===== config.mk =====
export PLATFORM = sky130hd
export DESIGN_NAME = pwm_duty_decoder
export DESIGN_NICKNAME = d
export VERILOG_FILES = /design/src/rtl/pwm_duty_decoder.sv
export SDC_FILE = /design/constraint.sdc
export NUM_CORES = 1
export LEC_CHECK = 0
export ABC_AREA = 1
export CAP_MARGIN = 15
export CORE_UTILIZATION = 50
export CTS_BUF_LIST = sky130_fd_sc_hd__clkbuf_4 sky130_fd_sc_hd__clkbuf_8 sky130_fd_sc_hd__clkbuf_16
export DETAILED_ROUTE_END_ITERATION = 16
export PLACE_DENSITY_LB_ADDON = 0.08
export SLEW_MARGIN = 10
export SYNTH_ARGS = -nofsm -noshare
export SYNTH_HDL_FRONTEND = slang
export SYNTH_SLANG_ARGS = --single-unit

===== constraint.sdc =====
create_clock -name clk_1mhz -period 2 [get_ports clk_1mhz]
set_clock_uncertainty 0.05 [all_clocks]
set_input_delay 0.5 -clock clk_1mhz [delete_from_list [all_inputs] [get_ports clk_1mhz]]
set_output_delay 0.5 -clock clk_1mhz [all_outputs]
set_load 0.005 [all_outputs]

===== src/rtl/pwm_duty_decoder.sv =====
`default_nettype none
// ============================================================================
// Module   : pwm_duty_decoder
// Purpose  : Samples an asynchronous 1 MHz-domain PWM line and measures its
//            period and high time. Reports the duty cycle and a quantised
//            power level (0/25/50/75/100 %). A stalled line is reported as
//            0 % or 100 %, and an out-of-tolerance period raises a flag.
// Ports    : clk_1mhz   - 1 MHz system clock
//            reset      - asynchronous, active-high reset
//            pwm_in     - PWM line, asynchronous to clk_1mhz
//            duty_valid - one-cycle pulse when duty_pct/level are updated
//            duty_pct   - high cycles per nominal period, clamped to 0..100
//            level      - 0=0 %, 1=25 %, 2=50 %, 3=75 %, 4=100 %
//            period_err - one-cycle pulse on an out-of-tolerance period
//            pwm_active - high while valid periods are being tracked
// Options  : PWM_DUTY_FILTER_EN - level changes only after two consecutive
//            valid periods agree on the same new level
// Revision : 1.0 - initial release
// ============================================================================
module pwm_duty_decoder #(
  parameter int PERIOD_US  = 100,
  parameter int PERIOD_TOL = 2,
  parameter int TIMEOUT_US = 250,
  parameter int CNT_W      = 9
) (
  input  logic       clk_1mhz,
  input  logic       reset,
  input  logic       pwm_in,
  output logic       duty_valid,
  output logic [7:0] duty_pct,
  output logic [2:0] level,
  output logic       period_err,
  output logic       pwm_active
);

  localparam logic [1:0] c_IDLE  = 2'd0;
  localparam logic [1:0] c_ARMED = 2'd1;
  localparam logic [1:0] c_TRACK = 2'd2;

  localparam logic [CNT_W-1:0] c_CNT_MAX  = '1;
  localparam logic [CNT_W-1:0] c_PER_MIN  = CNT_W'(PERIOD_US - PERIOD_TOL);
  localparam logic [CNT_W-1:0] c_PER_MAX  = CNT_W'(PERIOD_US + PERIOD_TOL);
  localparam logic [CNT_W-1:0] c_TIMEOUT  = CNT_W'(TIMEOUT_US);
  localparam logic [CNT_W-1:0] c_DUTY_MAX = CNT_W'(100);

  logic             r_s1;
  logic             r_s2;
  logic             r_prev;
  logic [CNT_W-1:0] r_per_cnt;
  logic [CNT_W-1:0] r_hi_cnt;
  logic [1:0]       r_state;
  logic [1:0]       w_state_nxt;

  logic             w_rise;
  logic             w_per_ok;
  logic             w_timeout;
  logic [7:0]       w_duty_meas;
  logic [2:0]       w_meas_lvl;

  logic             w_valid_nxt;
  logic             w_err_nxt;
  logic             w_active_nxt;
  logic [7:0]       w_pct_nxt;
  logic [2:0]       w_lvl_nxt;

`ifdef PWM_DUTY_FILTER_EN
  logic [2:0]       r_cand;
  logic             r_cand_vld;
  logic [2:0]       w_cand_nxt;
  logic             w_cand_vld_nxt;
`endif

  function automatic logic [2:0] f_quant(input logic [7:0] pct);
    if (pct < 8'd13)      return 3'd0;
    else if (pct < 8'd38) return 3'd1;
    else if (pct < 8'd63) return 3'd2;
    else if (pct < 8'd88) return 3'd3;
    else                  return 3'd4;
  endfunction

  // Input synchroniser followed by a one-cycle delayed copy for edge detect.
  always_ff @(posedge clk_1mhz or posedge reset) begin
    if (reset) begin
      r_s1   <= 1'b0;
      r_s2   <= 1'b0;
      r_prev <= 1'b0;
    end else begin
      r_s1   <= pwm_in;
      r_s2   <= r_s1;
      r_prev <= r_s2;
    end
  end

  assign w_rise      = r_s2 & ~r_prev;
  assign w_per_ok    = (r_per_cnt >= c_PER_MIN) && (r_per_cnt <= c_PER_MAX);
  assign w_timeout   = (r_per_cnt >= c_TIMEOUT);
  // Periods slightly longer than nominal can carry more than 100 high cycles.
  assign w_duty_meas = (r_hi_cnt > c_DUTY_MAX) ? 8'd100 : 8'(r_hi_cnt);
  assign w_meas_lvl  = f_quant(w_duty_meas);

  // The rise cycle itself is the first cycle of the new period (and is high),
  // so both counters restart at 1 rather than 0. Both saturate so a stalled
  // line never wraps back into the valid window.
  always_ff @(posedge clk_1mhz or posedge reset) begin
    if (reset) begin
      r_per_cnt <= '0;
      r_hi_cnt  <= '0;
    end else if (w_rise) begin
      r_per_cnt <= CNT_W'(1);
      r_hi_cnt  <= CNT_W'(1);
    end else begin
      if (r_per_cnt != c_CNT_MAX) r_per_cnt <= r_per_cnt + 1'b1;
      if (r_s2 && (r_hi_cnt != c_CNT_MAX)) r_hi_cnt <= r_hi_cnt + 1'b1;
    end
  end

  // FSM: state register
  always_ff @(posedge clk_1mhz or posedge reset) begin
    if (reset) r_state <= c_IDLE;
    else       r_state <= w_state_nxt;
  end

  // FSM: next state. A rise always wins over a coincident timeout.
  always_comb begin
    w_state_nxt = r_state;
    case (r_state)
      c_IDLE: begin
        if (w_rise) w_state_nxt = c_ARMED;
      end
      c_ARMED, c_TRACK: begin
        if (w_rise)         w_state_nxt = w_per_ok ? c_TRACK : c_ARMED;
        else if (w_timeout) w_state_nxt = c_IDLE;
      end
      default: w_state_nxt = c_IDLE;
    endcase
  end

  // FSM: output decode into next values of the registered outputs.
  always_comb begin
    w_valid_nxt  = 1'b0;
    w_err_nxt    = 1'b0;
    w_active_nxt = pwm_active;
    w_pct_nxt    = duty_pct;
    w_lvl_nxt    = level;
`ifdef PWM_DUTY_FILTER_EN
    w_cand_nxt     = r_cand;
    w_cand_vld_nxt = r_cand_vld;
`endif
    if (r_state != c_IDLE) begin
      if (w_rise) begin
        if (w_per_ok) begin
          w_active_nxt = 1'b1;
`ifdef PWM_DUTY_FILTER_EN
          if (w_meas_lvl == level) begin
            // Back at the current level: any pending change is abandoned.
            w_cand_vld_nxt = 1'b0;
          end else if (r_cand_vld && (r_cand == w_meas_lvl)) begin
            w_pct_nxt      = w_duty_meas;
            w_lvl_nxt      = w_meas_lvl;
            w_valid_nxt    = 1'b1;
            w_cand_vld_nxt = 1'b0;
          end else begin
            w_cand_nxt     = w_meas_lvl;
            w_cand_vld_nxt = 1'b1;
          end
`else
          w_pct_nxt   = w_duty_meas;
          w_lvl_nxt   = w_meas_lvl;
          w_valid_nxt = 1'b1;
`endif
        end else begin
          w_err_nxt    = 1'b1;
          w_active_nxt = 1'b0;
`ifdef PWM_DUTY_FILTER_EN
          w_cand_vld_nxt = 1'b0;
`endif
        end
      end else if (w_timeout) begin
        // Stalled line: report the level it is stuck at.
        w_pct_nxt    = r_s2 ? 8'd100 : 8'd0;
        w_lvl_nxt    = r_s2 ? 3'd4 : 3'd0;
        w_valid_nxt  = 1'b1;
        w_active_nxt = 1'b0;
`ifdef PWM_DUTY_FILTER_EN
        w_cand_vld_nxt = 1'b0;
`endif
      end
    end
  end

  always_ff @(posedge clk_1mhz or posedge reset) begin
    if (reset) begin
      duty_valid <= 1'b0;
      duty_pct   <= 8'd0;
      level      <= 3'd0;
      period_err <= 1'b0;
      pwm_active <= 1'b0;
    end else begin
      duty_valid <= w_valid_nxt;
      duty_pct   <= w_pct_nxt;
      level      <= w_lvl_nxt;
      period_err <= w_err_nxt;
      pwm_active <= w_active_nxt;
    end
  end

`ifdef PWM_DUTY_FILTER_EN
  always_ff @(posedge clk_1mhz or posedge reset) begin
    if (reset) begin
      r_cand     <= 3'd0;
      r_cand_vld <= 1'b0;
    end else begin
      r_cand     <= w_cand_nxt;
      r_cand_vld <= w_cand_vld_nxt;
    end
  end
`endif

endmodule
`default_nettype wire


Word-level counts from Yosys, hierarchy flattened
Index checks and enable logic that the tools add are counted.
- reduce and logical (&&, ||, !) cells: 11
- equality and inequality tests: 7
- $add $sub $neg: 2
- muxes and demuxes: 31
- bitwise gates (word level): 2
- $lt $le $gt $ge: 8
- operators with widths (kind ; count):
    $mux 9 ; 4
    $mux 8 ; 4
    $mux 3 ; 8
    $add 9x1->9 const B ; 2
    $ne 9x9->1 const B ; 2
    $lt 8x6->1 const B ; 2
    $ge 9x7->1 const B ; 1
    $ge 9x8->1 const B ; 1
    $gt 9x7->1 const B ; 1
    $le 9x7->1 const B ; 1
    $mux 1 ; 9
    $lt 8x4->1 const B ; 1
    $lt 8x7->1 const B ; 1
    $mux 2 ; 4
    $reduce_bool 2->1 ; 4
    $mux 7 ; 1
    $pmux 2 s2 ; 1
    $reduce_and 2->1 ; 2
    $ne 3x3->1 const B ; 1
    $reduce_and 3->1 ; 1
    $eq 2x1->1 const B ; 1
    $eq 2x2->1 const B ; 1
    $logic_and 1x1->1 ; 2
    $logic_not 2->1 ; 1
    other kinds (5) ; 5
- output and inout port bits: 14
- bits in registers: 37
- word-level logic and storage cells: 72

Logic depth before layout (Yosys ltp)
Gate-level depths: netlist of the first run.
- depth in word-level cells: 9
- mapped depth: 14

Least setup slack after synthesis of the first run
Ideal clock, no wire load.
- path kind: register to register
- start point: register r_hi_cnt[0]
- end point: register r_hi_cnt[7]
- required time: 1.827 ns
- stages on the path, launching flop included: 11
- slack: 0.266 ns
- data arrival time: 1.560 ns
- clock period less this slack: 1.734 ns
- path buffers: 0
- path through: dfrtp_1 ha_1 nand2_1 nor3_1 ha_1 inv_1 nand2_1 nor3_1 nand2_1 o21ai_0 a21oi_1
- longest elaborated chain between the ends: 3
- elaborated cells between the ends (all ways): 6
- classes of those cells: add/sub (1); eq/ne (1); mux (2); reduce/logical (2)
- ends and longest elaborated chain (what ; line ; source):
    start: declaration ; 50 ; logic [CNT_W-1:0] r_hi_cnt;
    start signal: assignment ; 113 ; if (r_s2 && (r_hi_cnt != c_CNT_MAX)) r_hi_cnt <= r_hi_cnt + 1'b1;
    $add 9x1->9 or $ne 9x9->1 (tied branches) ; 113 ;
    $mux 9 or $logic_and 1x1->1 (tied branches) ; 113 ;
    $mux 9 or $reduce_bool 2->1 (tied branches) ; n/a ;
Several ways; a longest one is shown, not always the timed one. The select of a mux whose other input is x is not followed.
A chain may end at the register's enable or synchronous reset.

Final worst setup path of the first run
- start point: register r_hi_cnt[1]
- end point: register r_hi_cnt[6]
Same word-level chain as after synthesis.

==> metrics, run 1 <==
nets@finish 273; Fin. Hold Viols 0; Final Instance Area 0.00228 mm²; Stages on worst setup path 10; diode count 0; clock-pin slew on the worst setup and hold paths 0.07 ns; Tot GR Track Use 0.204; slowest CP cell dfrtp_1; switching part of the total power 0.299; Netlist cell types 34; Pint 1350 µW; sequential power share 0.487; P&R area growth vs syn 18.4%; DR iter-0 viols 99; Buf+Inv Stages, Crit Path 2; grt ovf 0; antenna-violating nets left 0; synthesized area 0.00193 mm²; net count after synthesis 247; Critical Path, Cell by Cell ha_2 > nand2_1 > nor3_1 > ha_1 > inv_1 > nand2_2 > inv_2 > nand3_1 > nor2_1 > a221oi_2; fin worst setup slack 0.128 ns; Clock Power Share 0.276; share of cells above drive strength 1 0.141; Worst Hold Path EP r_s2$_DFF_PP0_; status complete, no violations; vias in the first global route 1418; DRC violation count after routing 0; crit-path max cell delay 0.40 ns; WP data arrival 2.01 ns; Post-Syn Area per Cell 8.17 µm²; Die Ht 64.1 µm; Post-synth EDFFs 0; FF-to-FF End r_hi_cnt[6]$_DFFE_PP0P_; #FFs+latches synth 37; clk sink count 37; crit start category register; Comb power frac 0.238; first-pass GRT wire length 6.38 mm; Min Hold Slack 0.303 ns; average wire per standard cell 12.2 µm; DRT Wirelength 3.79 mm; post-synthesis sequential area ratio 0.480; WHS Path Cells 0; critical path capture point type register; R2R depth 10; warnings from Yosys 0; Max rail drop VDD 597 µV; CTS max path bufs 2; clock latency on the worst-skew pair 0.28 ns; Synth Instances 236; relative slew slack 0.682; CTS tree yes; CP top delay family simple AND/OR/NAND/NOR gates; min-delay src r_s1$_DFF_PP0_; routability congestion estimate 0.840; fin crit share 0.936; max-cap violation count 0; CP Max Fanout 5; die width 64.1 µm; post-route insts no fill 310; minimum clock period 1.87 ns; Crit path required time 2.14 ns; switching pwr 576 µW; worst-margin pin slew 0.476 ns; DP Wirelength 2.62 mm; hold-fix buffers at CTS 0; Root Buffer clkbuf_8; Post-DP Area 0.00215 mm²; most frequent cells in the layout nand2_1 (55), dfrtp_1 (36), inv_1 (29), nor2_1 (22), clkdlybuf4s50_1 (16); worst hold path class reg2reg; dpl cells 299; Top FF cell, synth dfrtp_1; leak pwr 0.00110 µW; Core Region 0.00369 mm²; final max-slew violation count 0; Max Clk Rate 0.534 GHz; row cnt 22; number of buffers added on ports 16; initial antenna violation count 0; die area 0.00411 mm²; worst setup path class reg2reg; worst slack, placed 0.0276 ns; htree depth 2; Async SR Flop Fraction 1.00; DRT Pass-1 Iters 4; worst r2r src r_hi_cnt[1]$_DFFE_PP0P_; cts bufs inserted 5; largest net degree at the start of global routing 38; routed vias 1558; PwrDens 844 mW/mm²; vias per cell 5.03; r2r setup slk 0.13 ns; commonest non-fill, non-tap cell in the layout nand2_1; io pins 17; starting density of the core 0.523; Setup violations, final 0
==> worst max path at each step <==
stage	slack, ns	start	endpoint
final	0.13	r_hi_cnt[1]$_DFFE_PP0P_	r_hi_cnt[6]$_DFFE_PP0P_
after global routing	-0.008	r_hi_cnt[1]$_DFFE_PP0P_	r_hi_cnt[6]$_DFFE_PP0P_
after CTS	0.007	r_hi_cnt[1]$_DFFE_PP0P_	r_hi_cnt[6]$_DFFE_PP0P_
after detailed placement	0.03	r_hi_cnt[1]$_DFFE_PP0P_	r_hi_cnt[6]$_DFFE_PP0P_
after global placement	0.08	r_hi_cnt[1]$_DFFE_PP0P_	r_hi_cnt[6]$_DFFE_PP0P_
after floorplan	0.27	r_hi_cnt[0]$_DFFE_PP0P_	r_hi_cnt[7]$_DFFE_PP0P_
==> synthesized netlist by cell type, types with 2 or more instances <==
master / number / area (µm²)
a21oi_1: 13 / 65.1
dfrtp_1: 37 / 926
ha_1: 8 / 100
inv_1: 30 / 113
inv_2: 3 / 11.3
nand2_1: 56 / 210
nand2_2: 7 / 43.8
nand3_1: 14 / 70.1
nand4_1: 2 / 12.5
nor2_1: 22 / 82.6
nor3_1: 4 / 20.0
o21ai_0: 13 / 65.1
o21ai_1: 6 / 30.0
==> kinds of logic (layout without fill, tap and decap cells) <==
kind of cell,Yosys count,after routing,share of synthesized area
adders and majority gates,8,8,0.0519
AOI/OAI and AO/OA,43,43,0.132
buffers and inverters,37,63,0.0772
DFF,37,37,0.480
and+or+nand+nor,111,111,0.259
==> flip-flops by register name, summed over array words and instances, names as in the netlist <==
name	cells
duty_pct	8
period_err	1
pwm_active	1
r_s1	1
r_s2	1
duty_valid	1
r_hi_cnt	9
r_per_cnt	9
level	3
r_state	2
r_prev	1
==> layout make-up <==
| cell class | count | area (µm²) |
|---|---|---|
| inverter | 33 | 124 |
| fill | 346 | 1410 |
| sequential | 37 | 927 |
| timing repair buffer | 23 | 213 |
| clock buffer | 7 | 90.1 |
| tap | 48 | 60.1 |
| multi-input combinational | 162 | 870 |
==> power by group through the flow <==
stage	clock (µW)	sequential [µW]	combinational (µW)
global route	578	955	520
CTS	553	940	442
detailed placement	0	954	440
global placement	0	951	438
finish	531	939	458
floorplan	0	941	292
==> what timing repair did <==
action	4_1_cts	5_1_grt
setup buffers	0	4
setup endpoints to repair	0	4
endpoints found under the hold margin	0	0
resized for setup	0	6
==> layer usage <==
layer | part of all wire | up-vias | GRT usage
met3 | 0.024 | 2 | 0.0482
met4 | 0.0063 | 0 | 0.0583
li1 | - | 825 | -
met1 | 0.48 | 705 | 0.259
met2 | 0.49 | 26 | 0.346
met5 | 0 | - | 0
==> per-stage QoR <==
step,TNS [ns],utilization,total power (µW)
5_1_grt,-0.00815,0.619,2050
4_1_cts,0,0.606,1930
3_3_place_gp,0,0.582,1390
2_1_floorplan,0,-,1230
3_5_place_dp,0,0.582,1390
6_report,0,0.619,1930
(Power assumes the default switching activity.)
==> inputs of run 2 (changes only) <==
Settings changed: RECOVER_POWER from default to 25.
Clock period 2 ns to 1.8 ns, I/O delays scaled along.
==> metrics, run 2 (same netlist as run 1, synthesis figures left out) <==
antenna-violating nets left 0; relative slew slack 0.396; FILL cells 304; vias per cell 5.07; worst r2r src r_hi_cnt[0]$_DFFE_PP0P_; grt ovf 0; clk sink count 37; M3 GR Usage 0.0661; Pint 1570 µW; vias in the first global route 1569; leak pwr 0.00118 µW; routed vias 1636; Setup violations, final 0; die width 64.1 µm; Fin. Hold Viols 0; DP Wirelength 2.86 mm; Largest regs r_hi_cnt (9), r_per_cnt (9), duty_pct (8); DRC violation count after routing 0; Core Region 0.00369 mm²; Crit path required time 1.95 ns; crit start category register; dpl cells 312; max-cap violation count 0; final max-slew violation count 0; sequential power share 0.458; fin crit share 0.963; hold-fix buffers at CTS 0; row cnt 22; switching pwr 690 µW; starting density of the core 0.523; Clock Power Share 0.283; DRT Pass-1 Iters 4; PwrDens 911 mW/mm²; clock latency on the worst-skew pair 0.29 ns; Tot GR Track Use 0.224; most frequent cells in the layout nand2_1 (53), dfrtp_1 (37), inv_1 (24), nor2_1 (19), buf_4 (17); GR Util met2 0.375; Multi-input gate area 957 µm²; CP Max Fanout 5; min-delay src r_s1$_DFF_PP0_; total power 2260 µW; largest net degree at the start of global routing 38; Die Ht 64.1 µm; Post-DP Area 0.00226 mm²; Worst Setup SP r_hi_cnt[0]$_DFFE_PP0P_; Max Clk Rate 0.577 GHz; worst slack, placed -0.0407 ns; post-route insts no fill 323; io pins 17; final core utilization 0.672; switching part of the total power 0.306; number of buffers added on ports 16; share of cells above drive strength 1 0.247; worst hold path class reg2reg; routability congestion estimate 0.867; diode count 0; met1 Resource Use GR 0.263; fin worst setup slack 0.0659 ns; nets@finish 285; critical path capture point type register; Root Buffer clkbuf_8; P&R area growth vs syn 28.5%; cts bufs inserted 5; CTS max path bufs 2; CTS tree yes; worst setup path class reg2reg; RSZ-0062 raised after global routing true; commonest non-fill, non-tap cell in the layout nand2_1; die area 0.00411 mm²; WP data arrival 1.88 ns; status complete, no violations; Max rail drop VDD 640 µV; DRT Wirelength 3.98 mm; initial antenna violation count 0; Final Instance Area 0.00248 mm²; storage element area 926 µm²; layer with the highest usage met2; minimum clock period 1.73 ns; clock-pin slew on the worst setup and hold paths 0.07 ns; average wire per standard cell 12.3 µm; Comb power frac 0.259; first-pass GRT wire length 6.88 mm; htree depth 2; DR iter-0 viols 106; worst-margin pin slew 0.907 ns
-- run 2: cell type report --
| cell class | count | area share |
|---|---|---|
| Multi-Input combinational cell | 162 | 0.386 |
| Tap cell | 48 | 0.0242 |
| Clock buffer | 7 | 0.0389 |
| Timing Repair Buffer | 35 | 0.123 |
| Sequential cell | 37 | 0.374 |
| Clock inverter | 1 | 0.00202 |
| Inverter | 33 | 0.0520 |
-- run 2: worst paths after layout --
check | to | slack, ns | cells after the start
setup / recovery | r_hi_cnt[6]$_DFFE_PP0P_ | 0.07 | 10
hold / removal | r_s2$_DFF_PP0_ | 0.33 | 0
setup reg to reg | r_hi_cnt[6]$_DFFE_PP0P_ | 0.07 | 10
hold reg to reg | r_s2$_DFF_PP0_ | 0.33 | 0
max in group asynchronous | r_hi_cnt[2]$_DFFE_PP0P_ | 0.32 | 3
min in group asynchronous | r_s1$_DFF_PP0_ | 0.82 | 3
-- run 2: repair_timing --
| action | 4_1_cts | 5_1_grt |
|---|---|---|
| hold endpoints to repair | 0 | 0 |
| resized for setup | 2 | 31 |
| setup buffers | 0 | 3 |
| pin swaps | 0 | 7 |
| setup endpoints to repair | 2 | 13 |
-- run 2: stage by stage --
| stage | hold WS, ns | TNS (ns) |
|---|---|---|
| finish | 0.325 | 0 |
| detailed placement | 0.306 | -0.0407 |
| global placement | 0.285 | 0 |
| floorplan | 0.281 | 0 |
| global route | 0.329 | -0.0471 |
| CTS | 0.322 | 0 |
-- run 2: layer usage --
| layer | wire (µm) | vias to the layer above |
|---|---|---|
| met5 | 0 | - |
| met4 | 95 | 0 |
| met3 | 73 | 8 |
| met2 | 1990 | 21 |
| met1 | 1820 | 766 |
| li1 | - | 841 |
-- run 2: power by group through the flow --
stage	clock (µW)	sequential [µW]	combinational, µW
global route	697	1050	658
finish	638	1030	585
detailed placement	0	1040	555
CTS	652	1030	557
global placement	0	1040	545
floorplan	0	1050	324
-- run 2: critical path, stage by stage (launching register included) --
cell and delay (ns):
dfrtp_1 0.37, ha_2 0.21, nand2_1 0.07, nor3_2 0.17, ha_1 0.16, inv_1 0.06
nand2_4 0.09, inv_2 0.05, nand3_2 0.08, nor2_1 0.07, a221oi_2 0.25
